--- src/rtl/kpscan.sv ---
// kpscan: 4x4 keypad column scanner with a two-flop row synchroniser and press/release debounce.
// Optional auto-repeat while a key is held is built only when KPSCAN_REPEAT_EN is defined.
//   state    | meaning
//   SCAN     | columns rotate each tick, looking for a single low row
//   DEBOUNCE | column frozen, counting tick samples that match the captured row
//   HELD     | key accepted, counting consecutive all-high tick samples for release
module kpscan #(
  parameter int SCAN_DIV     = 50000,
  parameter int DB_CNT       = 20,
  parameter int REPEAT_TICKS = 500
) (
  input  logic       clk,
  input  logic       reset,
  input  logic [3:0] kpr,
  output logic [3:0] kpc,
  output logic [3:0] kp_row,
  output logic [3:0] kp_col,
  output logic       key_valid,
  output logic       key_held
);

  localparam int TW = $clog2(SCAN_DIV);
  localparam int CW = $clog2(DB_CNT + 1);
  localparam int RW = $clog2(REPEAT_TICKS + 1);

  if (SCAN_DIV < 4) begin : g_bad_scan_div
    $error("kpscan: SCAN_DIV must be >= 4");
  end
  if (DB_CNT < 2) begin : g_bad_db_cnt
    $error("kpscan: DB_CNT must be >= 2");
  end
  if (REPEAT_TICKS < 1) begin : g_bad_repeat
    $error("kpscan: REPEAT_TICKS must be >= 1");
  end

  typedef enum logic [1:0] {SCAN, DEBOUNCE, HELD} state_t;

  state_t          state, state_nxt;
  logic [3:0]      kpr_m, kpr_s;
  logic [TW-1:0]   div_cnt;
  logic            tick;
  logic            one_low;
  logic [3:0]      kpc_rot;
  logic [3:0]      kpc_nxt, cap_row, cap_row_nxt, cap_col, cap_col_nxt;
  logic [3:0]      kp_row_nxt, kp_col_nxt;
  logic [CW-1:0]   db_cnt, db_cnt_nxt, rel_cnt, rel_cnt_nxt;
  logic            key_valid_nxt, key_held_nxt;
`ifdef KPSCAN_REPEAT_EN
  logic [RW-1:0]   rep_cnt, rep_cnt_nxt;
`endif

  always_ff @(posedge clk) begin
    if (reset) begin
      kpr_m   <= 4'b1111;
      kpr_s   <= 4'b1111;
      div_cnt <= '0;
    end else begin
      kpr_m   <= kpr;
      kpr_s   <= kpr_m;
      div_cnt <= tick ? '0 : div_cnt + TW'(1);
    end
  end

  assign tick    = (div_cnt == TW'(SCAN_DIV - 1));
  assign kpc_rot = {kpc[0], kpc[3:1]};

  // Two keys in one column pull several rows low; that is treated as no key.
  always_comb begin
    case (kpr_s)
      4'b0111, 4'b1011, 4'b1101, 4'b1110: one_low = 1'b1;
      default:                            one_low = 1'b0;
    endcase
  end

  always_comb begin
    state_nxt     = state;
    kpc_nxt       = kpc;
    cap_row_nxt   = cap_row;
    cap_col_nxt   = cap_col;
    db_cnt_nxt    = db_cnt;
    rel_cnt_nxt   = rel_cnt;
    kp_row_nxt    = kp_row;
    kp_col_nxt    = kp_col;
    key_valid_nxt = 1'b0;
`ifdef KPSCAN_REPEAT_EN
    rep_cnt_nxt   = rep_cnt;
`endif
    case (state)
      SCAN: begin
        if (tick) begin
          if (one_low) begin
            cap_row_nxt = kpr_s;
            cap_col_nxt = kpc;
            db_cnt_nxt  = CW'(1);
            state_nxt   = DEBOUNCE;
          end else begin
            kpc_nxt = kpc_rot;
          end
        end
      end
      DEBOUNCE: begin
        if (tick) begin
          if (kpr_s == cap_row) begin
            if (db_cnt == CW'(DB_CNT - 1)) begin
              state_nxt     = HELD;
              kp_row_nxt    = cap_row;
              kp_col_nxt    = cap_col;
              key_valid_nxt = 1'b1;
              rel_cnt_nxt   = '0;
`ifdef KPSCAN_REPEAT_EN
              rep_cnt_nxt   = '0;
`endif
            end else begin
              db_cnt_nxt = db_cnt + CW'(1);
            end
          end else begin
            state_nxt = SCAN;
            kpc_nxt   = kpc_rot;
          end
        end
      end
      HELD: begin
        if (tick) begin
          if (kpr_s == 4'b1111) begin
            if (rel_cnt == CW'(DB_CNT - 1)) begin
              state_nxt   = SCAN;
              kpc_nxt     = kpc_rot;
              kp_row_nxt  = 4'b1111;
              kp_col_nxt  = 4'b1111;
              rel_cnt_nxt = '0;
            end else begin
              rel_cnt_nxt = rel_cnt + CW'(1);
            end
          end else begin
            rel_cnt_nxt = '0;
          end
        end
`ifdef KPSCAN_REPEAT_EN
        // Repeat only counts ticks where the key still reads pressed and no release is pending.
        if (rel_cnt != '0) begin
          rep_cnt_nxt = '0;
        end else if (tick && kpr_s != 4'b1111) begin
          if (rep_cnt == RW'(REPEAT_TICKS - 1)) begin
            rep_cnt_nxt   = '0;
            key_valid_nxt = 1'b1;
          end else begin
            rep_cnt_nxt = rep_cnt + RW'(1);
          end
        end
`endif
      end
      default: state_nxt = SCAN;
    endcase
    key_held_nxt = (state_nxt == HELD);
  end

  always_ff @(posedge clk) begin
    if (reset) begin
      state     <= SCAN;
      kpc       <= 4'b0111;
      cap_row   <= 4'b1111;
      cap_col   <= 4'b1111;
      db_cnt    <= '0;
      rel_cnt   <= '0;
      kp_row    <= 4'b1111;
      kp_col    <= 4'b1111;
      key_valid <= 1'b0;
      key_held  <= 1'b0;
`ifdef KPSCAN_REPEAT_EN
      rep_cnt   <= '0;
`endif
    end else begin
      state     <= state_nxt;
      kpc       <= kpc_nxt;
      cap_row   <= cap_row_nxt;
      cap_col   <= cap_col_nxt;
      db_cnt    <= db_cnt_nxt;
      rel_cnt   <= rel_cnt_nxt;
      kp_row    <= kp_row_nxt;
      kp_col    <= kp_col_nxt;
      key_valid <= key_valid_nxt;
      key_held  <= key_held_nxt;
`ifdef KPSCAN_REPEAT_EN
      rep_cnt   <= rep_cnt_nxt;
`endif
    end
  end

endmodule

--- config.mk ---
export PLATFORM = sky130hd
export DESIGN_NAME = kpscan
export DESIGN_NICKNAME = d
export VERILOG_FILES = /design/src/rtl/kpscan.sv
export SDC_FILE = /design/constraint.sdc
export NUM_CORES = 1
export LEC_CHECK = 0
export ABC_CLOCK_PERIOD_IN_PS = 3850
export BUFFER_PORTS_ARGS = -buffer_cell sky130_fd_sc_hd__buf_2
export CAP_MARGIN = 20
export CORE_MARGIN = 2
export CORE_UTILIZATION = 41
export CTS_CLUSTER_DIAMETER = 60
export CTS_CLUSTER_SIZE = 10
export DETAILED_ROUTE_END_ITERATION = 7
export PLACE_DENSITY = 0.6
export SLEW_MARGIN = 25
export SYNTH_ARGS = -nofsm -noshare
export SYNTH_HDL_FRONTEND = slang
export SYNTH_SLANG_ARGS = --single-unit
--- constraint.sdc ---
create_clock -name clk -period 3.85 [get_ports clk]
set_input_delay 0.77 -clock clk [delete_from_list [all_inputs] [get_ports clk]]
set_output_delay 0.77 -clock clk [all_outputs]
set_load 0.05 [all_outputs]
* Word level (Yosys, flattened, before mapping)
Cells that the tools add are included.
** Cells by class
- $add $sub $neg :: 3
- Equal/unequal tests :: 23
- Mux-type cells :: 43
- Bitwise operators :: 3
- Reduce and logical (&&, ||, !) cells :: 12
** Operator list (number)
- two-way mux 4 bit :: 16
- two-way mux 5 bit :: 11
- inequality test 2 bit (second input constant) :: 11
- case mux 5 bit (2 select lines) :: 2
- adder 16 x 1 -> 16 bit (second input constant) :: 1
- equality test 16 bit (second input constant) :: 1
- equality test 4 bit (second input constant) :: 4
- two-way mux 2 bit :: 8
- case mux 4 bit (2 select lines) :: 2
- case mux 4 bit (3 select lines) :: 1
- adder 5 x 1 -> 5 bit (second input constant) :: 2
- equality test 5 bit (second input constant) :: 2
- AND reduction 8 bit :: 1
- OR reduction 4 bit :: 2
- AND reduction 7 bit :: 1
- case mux 2 bit (3 select lines) :: 1
- AND reduction 6 bit :: 1
- AND reduction 5 bit :: 1
- equality test 2 bit (second input constant) :: 2
- equality test 4 x 3 -> 1 bit (second input constant) :: 1
- equality test 4 bit :: 1
- nonzero test 2 bit :: 2
- inverter 1 bit :: 3
- AND reduction 3 bit :: 1
- 5 further kinds :: 6
** Storage, ports and cells
- Register bits :: 58
- Logic and storage cells :: 97

* Logic depth before layout (Yosys ltp)
- Word-level depth :: 7
- Gate-level depth with buffers :: 8
- Gate-level depth less buffers :: 6

* Worst setup path after synthesis
OpenSTA, ideal clock, no wires.
- Path kind :: register -> register
- Start point :: register div_cnt[0]
- End point :: register cap_col[0]
- Setup time :: 120 ps
- Data arrival time :: 1748 ps
- Slack :: 1982 ps
- Cell stages (with the launch flop) :: 8
- Path buffers :: 1
- Clock period less this slack :: 1868 ps
- Cell sequence :: dfxtp_1 ha_1 and3_1 nand4_1 buf_6 nor4_4 inv_4 a211o_1
** Between the ends
- Cells in the longest elaborated chain, start to end :: 2
** Ends and longest elaborated chain
- from (decl) :: RTL line 40 : logic [TW-1:0] div_cnt;
- from (signal assigned) :: RTL line 60 : div_cnt <= tick ? '0 : div_cnt + TW'(1);
- equality test 16 bit :: RTL line 64 : assign tick = (div_cnt == TW'(SCAN_DIV - 1));
- AND reduction 3 bit (no line)
- to (signal assigned) :: RTL line 176 : cap_col <= cap_col_nxt;
- to (decl) :: RTL line 44 : logic [3:0] kpc_nxt, cap_row, cap_row_nxt, cap_col, cap_col_nxt;
No other way between the ends.
A chain may end at the register's enable or synchronous reset.

* Worst setup path in the final report
- Start point :: register div_cnt[0]
- End point :: register kp_row[1]
** Between the ends
- Cells in the longest elaborated chain, start to end :: 3
- Elaborated cells on any way between the ends :: 4
- Classes of those cells :: 3 x eq/ne; 1 x reduce/logical
** Ends and longest elaborated chain
- equality test 16 bit * :: RTL line 64
- inequality test 2 bit (no line)
- AND reduction 7 bit (no line) *
- to (signal assigned) :: RTL line 179 : kp_row <= kp_row_nxt;
- to (decl) :: RTL line 16 : output logic [3:0] kp_row,
Every way passes the cells marked *; elsewhere a longest branch is shown, timed or not.

==> results.sh <==
export IMPL_status="finished clean"
export IMPL_ys_seq_area_share_pct=45.5
export IMPL_r2r_slack_ns=1.61
export IMPL_numCtsBuffers=9
export IMPL_htreeDepth=3
export IMPL_max_freq_ghz=0.446
export IMPL_hold_end="kpr_s[1]$_SDFF_PP1_"
export IMPL_ir_drop_uv=222
export IMPL_cts_setup_buffers=0
export IMPL_overflow=0
export IMPL_rsz0062_at_grt="false"
export IMPL_layout_setup_ws_ns=1.61
export IMPL_coreArea_um2=5960
export IMPL_post_synth_top_count_cell="dfxtp_1"
export IMPL_fp_dieW_um=82.9
export IMPL_switching_share_pct=20.4
export IMPL_period_minus_slack_ns=2.24
export IMPL_p_comb_share_pct=2.9
export IMPL_initial_core_util_pct=42.9
export IMPL_die_area_um2=6880
export IMPL_skew_ns=0.0127
export IMPL_clockRootBuffer="clkbuf_8"
export IMPL_grt_pass1_vias=1805
export IMPL_synth_cell_types=49
export IMPL_crit_fanout=20
export IMPL_ant_nets=0
export IMPL_dr_pass1_iters=4
export IMPL_die_y_um=82.9
export IMPL_endpoint_kind="register"
export IMPL_antenna_found_initial=0
export IMPL_met3_usage_pct=3.68
export IMPL_grt_max_degree=48
export IMPL_pre_cts_slack_ns=1.62
export IMPL_clk_pin_slew_ns=0.07
export IMPL_pwr_share_clk_pct=50.1
export IMPL_cts_tree="done"
export IMPL_grt_usage_pct=15.4
export IMPL_vias_per_cell=5.28
export IMPL_cts_sinks=58
export IMPL_met2_usage_pct=21.5
export IMPL_fin_setup_tns_ns=0
export IMPL_async_flop_share_pct=0
export IMPL_synth_edff_count=0
export IMPL_ys_seq_elements=58
export IMPL_synth_commonest_cells="58 x dfxtp_1, 34 x nor2_1, 14 x nand3_1"
export IMPL_grt_busiest_layer="met1"
export IMPL_worst_pin_slew_ns=0.750
export IMPL_place_gp_congestion=0.741
export IMPL_power_leakage_nw=1.08
export IMPL_power_density_nw_per_um2=445
export IMPL_power_frac_seq_pct=47.0
export IMPL_setup_viol_count_final=0
export IMPL_fin_nets=298
export IMPL_grt_use_met1_pct=21.8
export IMPL_cp_arrival_ns=2.46
export IMPL_wl_um=4780
export IMPL_io_buffer_count=19
export IMPL_synth_ff_type="dfxtp_1"
export IMPL_netlist_instances=270
export IMPL_drv_cap=0
export IMPL_ios=20
export IMPL_intPower_mw=1.04
export IMPL_clk_latency_ns=0.33
export IMPL_worstPathRequired_ns=4.07
export IMPL_synthesis_nets=279
export IMPL_holdPathStages=1
export IMPL_slew_viol_final=0
export IMPL_worstSetupPathType="reg2reg"
export IMPL_wire_per_inst_um=13.0
export IMPL_rr_worst_depth=7
export IMPL_synth_area_top_cells="dfxtp_1 45%, nor2_1 5.0%, xor2_1 3.8%"
export IMPL_fillers=585
export IMPL_std_cell_rows=28
export IMPL_syn_avg_cell_area_um2=9.46
export IMPL_area_growth_pct=14.6
export IMPL_drt_iter0_markers=64
export IMPL_period_share_pct=58.3
export IMPL_r2r_start="div_cnt[0]$_SDFF_PP0_"
export IMPL_total_power_mw=1.30
export IMPL_cts_resized=0
export IMPL_clk_path_buf_depth=2
export IMPL_min_path_type="reg2reg"
export IMPL_yosysTopAreaCell="dfxtp_1"
export IMPL_ys_warn_count=0
export IMPL_yosysTopAreaCellShare_pct=45.5
export IMPL_fin_area_um2=2930
export IMPL_r2r_end="kp_row[1]$_SDFFE_PP1P_"
export IMPL_grt_pass1_wl_um=8670
export IMPL_drc_errors=0
export IMPL_n_antenna_cell=0
export IMPL_num_vias=1949
export IMPL_cp_start_kind="register"
export IMPL_drive_gt1_share_pct=20.1
export IMPL_cts_hold_buf=0
export IMPL_dp_hpwl_um=3210
export IMPL_synth_area_um2=2550
export IMPL_hold_viol_final=0
export IMPL_placed_area_um2=2690
export IMPL_min_delay_start="kpr_m[1]$_SDFF_PP1_"
export IMPL_max_slew_margin_pct=50.0
export IMPL_p_sw_uw=266
export IMPL_post_route_util_pct=49.1
-- layer usage --
| metal | wire (um) | part of all wire (%) |
|---|---|---|
| met4 | 119 | 2.5 |
| met2 | 1960 | 41 |
| met1 | 2480 | 52 |
| met3 | 223 | 4.7 |
| met5 | 0 | 0 |
-- placed cells by master (no fill, tap or decap), types with 4 or more instances in the layout --
cell,n
dfxtp_1,58
o31a_1,8
o21ai_0,7
nor2_1,34
nand2_1,10
clkbuf_8,12
and2_2,6
and3_1,5
mux2i_1,4
buf_2,19
nand3_1,14
or2_2,8
inv_1,6
xnor2_1,8
or3_1,8
xor2_1,11
nor2b_1,4
a211o_1,8
a21oi_1,7
nor3_1,5
-- cell families (layout without fill, tap and decap cells) --
logic type	after synthesis	after routing	synth area share (%)
buffers and inverters	19	43	3.58
AOI/OAI and AO/OA	46	46	13.3
muxes	4	4	1.57
and+or+nand+nor	121	121	28.1
DFF	58	58	45.5
xor gates and xnor gates	19	19	6.52
adders and majority gates	3	3	1.47
-- state kept, by name, summed over array words and instances, names as in the netlist --
signal and cells:
key_valid 1, cap_col 4, kpc 4, kpr_s 4, kp_row 4, kp_col 4, kpr_m 4, cap_row 4
div_cnt 16, state 2, db_cnt 5, key_held 1, rel_cnt 5
-- critical path, stage by stage, from the launching register on --
cell and delay [ns]:
dfxtp_1 0.37, ha_1 0.21, and3_1 0.22, nand4_1 0.09, buf_4 0.21, nand4b_1 0.44
or3_1 0.46, o31a_1 0.11
-- power by group through the flow --
stage	sequential [mW]	clock (mW)	combinational, mW
after floorplan	0.624	0	0.0314
after global placement	0.626	0	0.0379
after detailed placement	0.626	0	0.0377
after CTS	0.612	0.670	0.0380
after global routing	0.613	0.696	0.0425
final	0.612	0.653	0.0374
-- area by class of cell --
| type | instances | area (um^2) | area share (%) |
|---|---|---|---|
| repair buffers | 20 | 103 | 3.51 |
| well taps | 75 | 93.8 | 3.21 |
| inverters | 7 | 28.8 | 0.984 |
| multi-input cells | 193 | 1300 | 44.5 |
| clock inverters | 4 | 72.6 | 2.48 |
| flip-flops and latches | 58 | 1160 | 39.7 |
| clock buffers | 12 | 165 | 5.65 |
-- stage by stage --
step / std cells / hold WS, ns
after floorplan: 270 / 0.389
after global placement: 353 / 0.392
after detailed placement: 353 / 0.395
after CTS: 369 / 0.410
after global routing: 369 / 0.424
final: 369 / 0.406
-- how the worst max path moves through the flow --
stage | startpoint | end | cells past startpoint
global route | div_cnt[0]$_SDFF_PP0_ | kp_row[3]$_SDFFE_PP1P_ | 7
floorplan | div_cnt[0]$_SDFF_PP0_ | cap_col[0]$_SDFFE_PP1P_ | 7
detailed placement | div_cnt[0]$_SDFF_PP0_ | kp_row[1]$_SDFFE_PP1P_ | 7
CTS | div_cnt[0]$_SDFF_PP0_ | kp_row[1]$_SDFFE_PP1P_ | 7
finish | div_cnt[0]$_SDFF_PP0_ | kp_row[1]$_SDFFE_PP1P_ | 7
global placement | reset | div_cnt[10]$_SDFF_PP0_ | 3
Power figures use the tool's default switching activity.
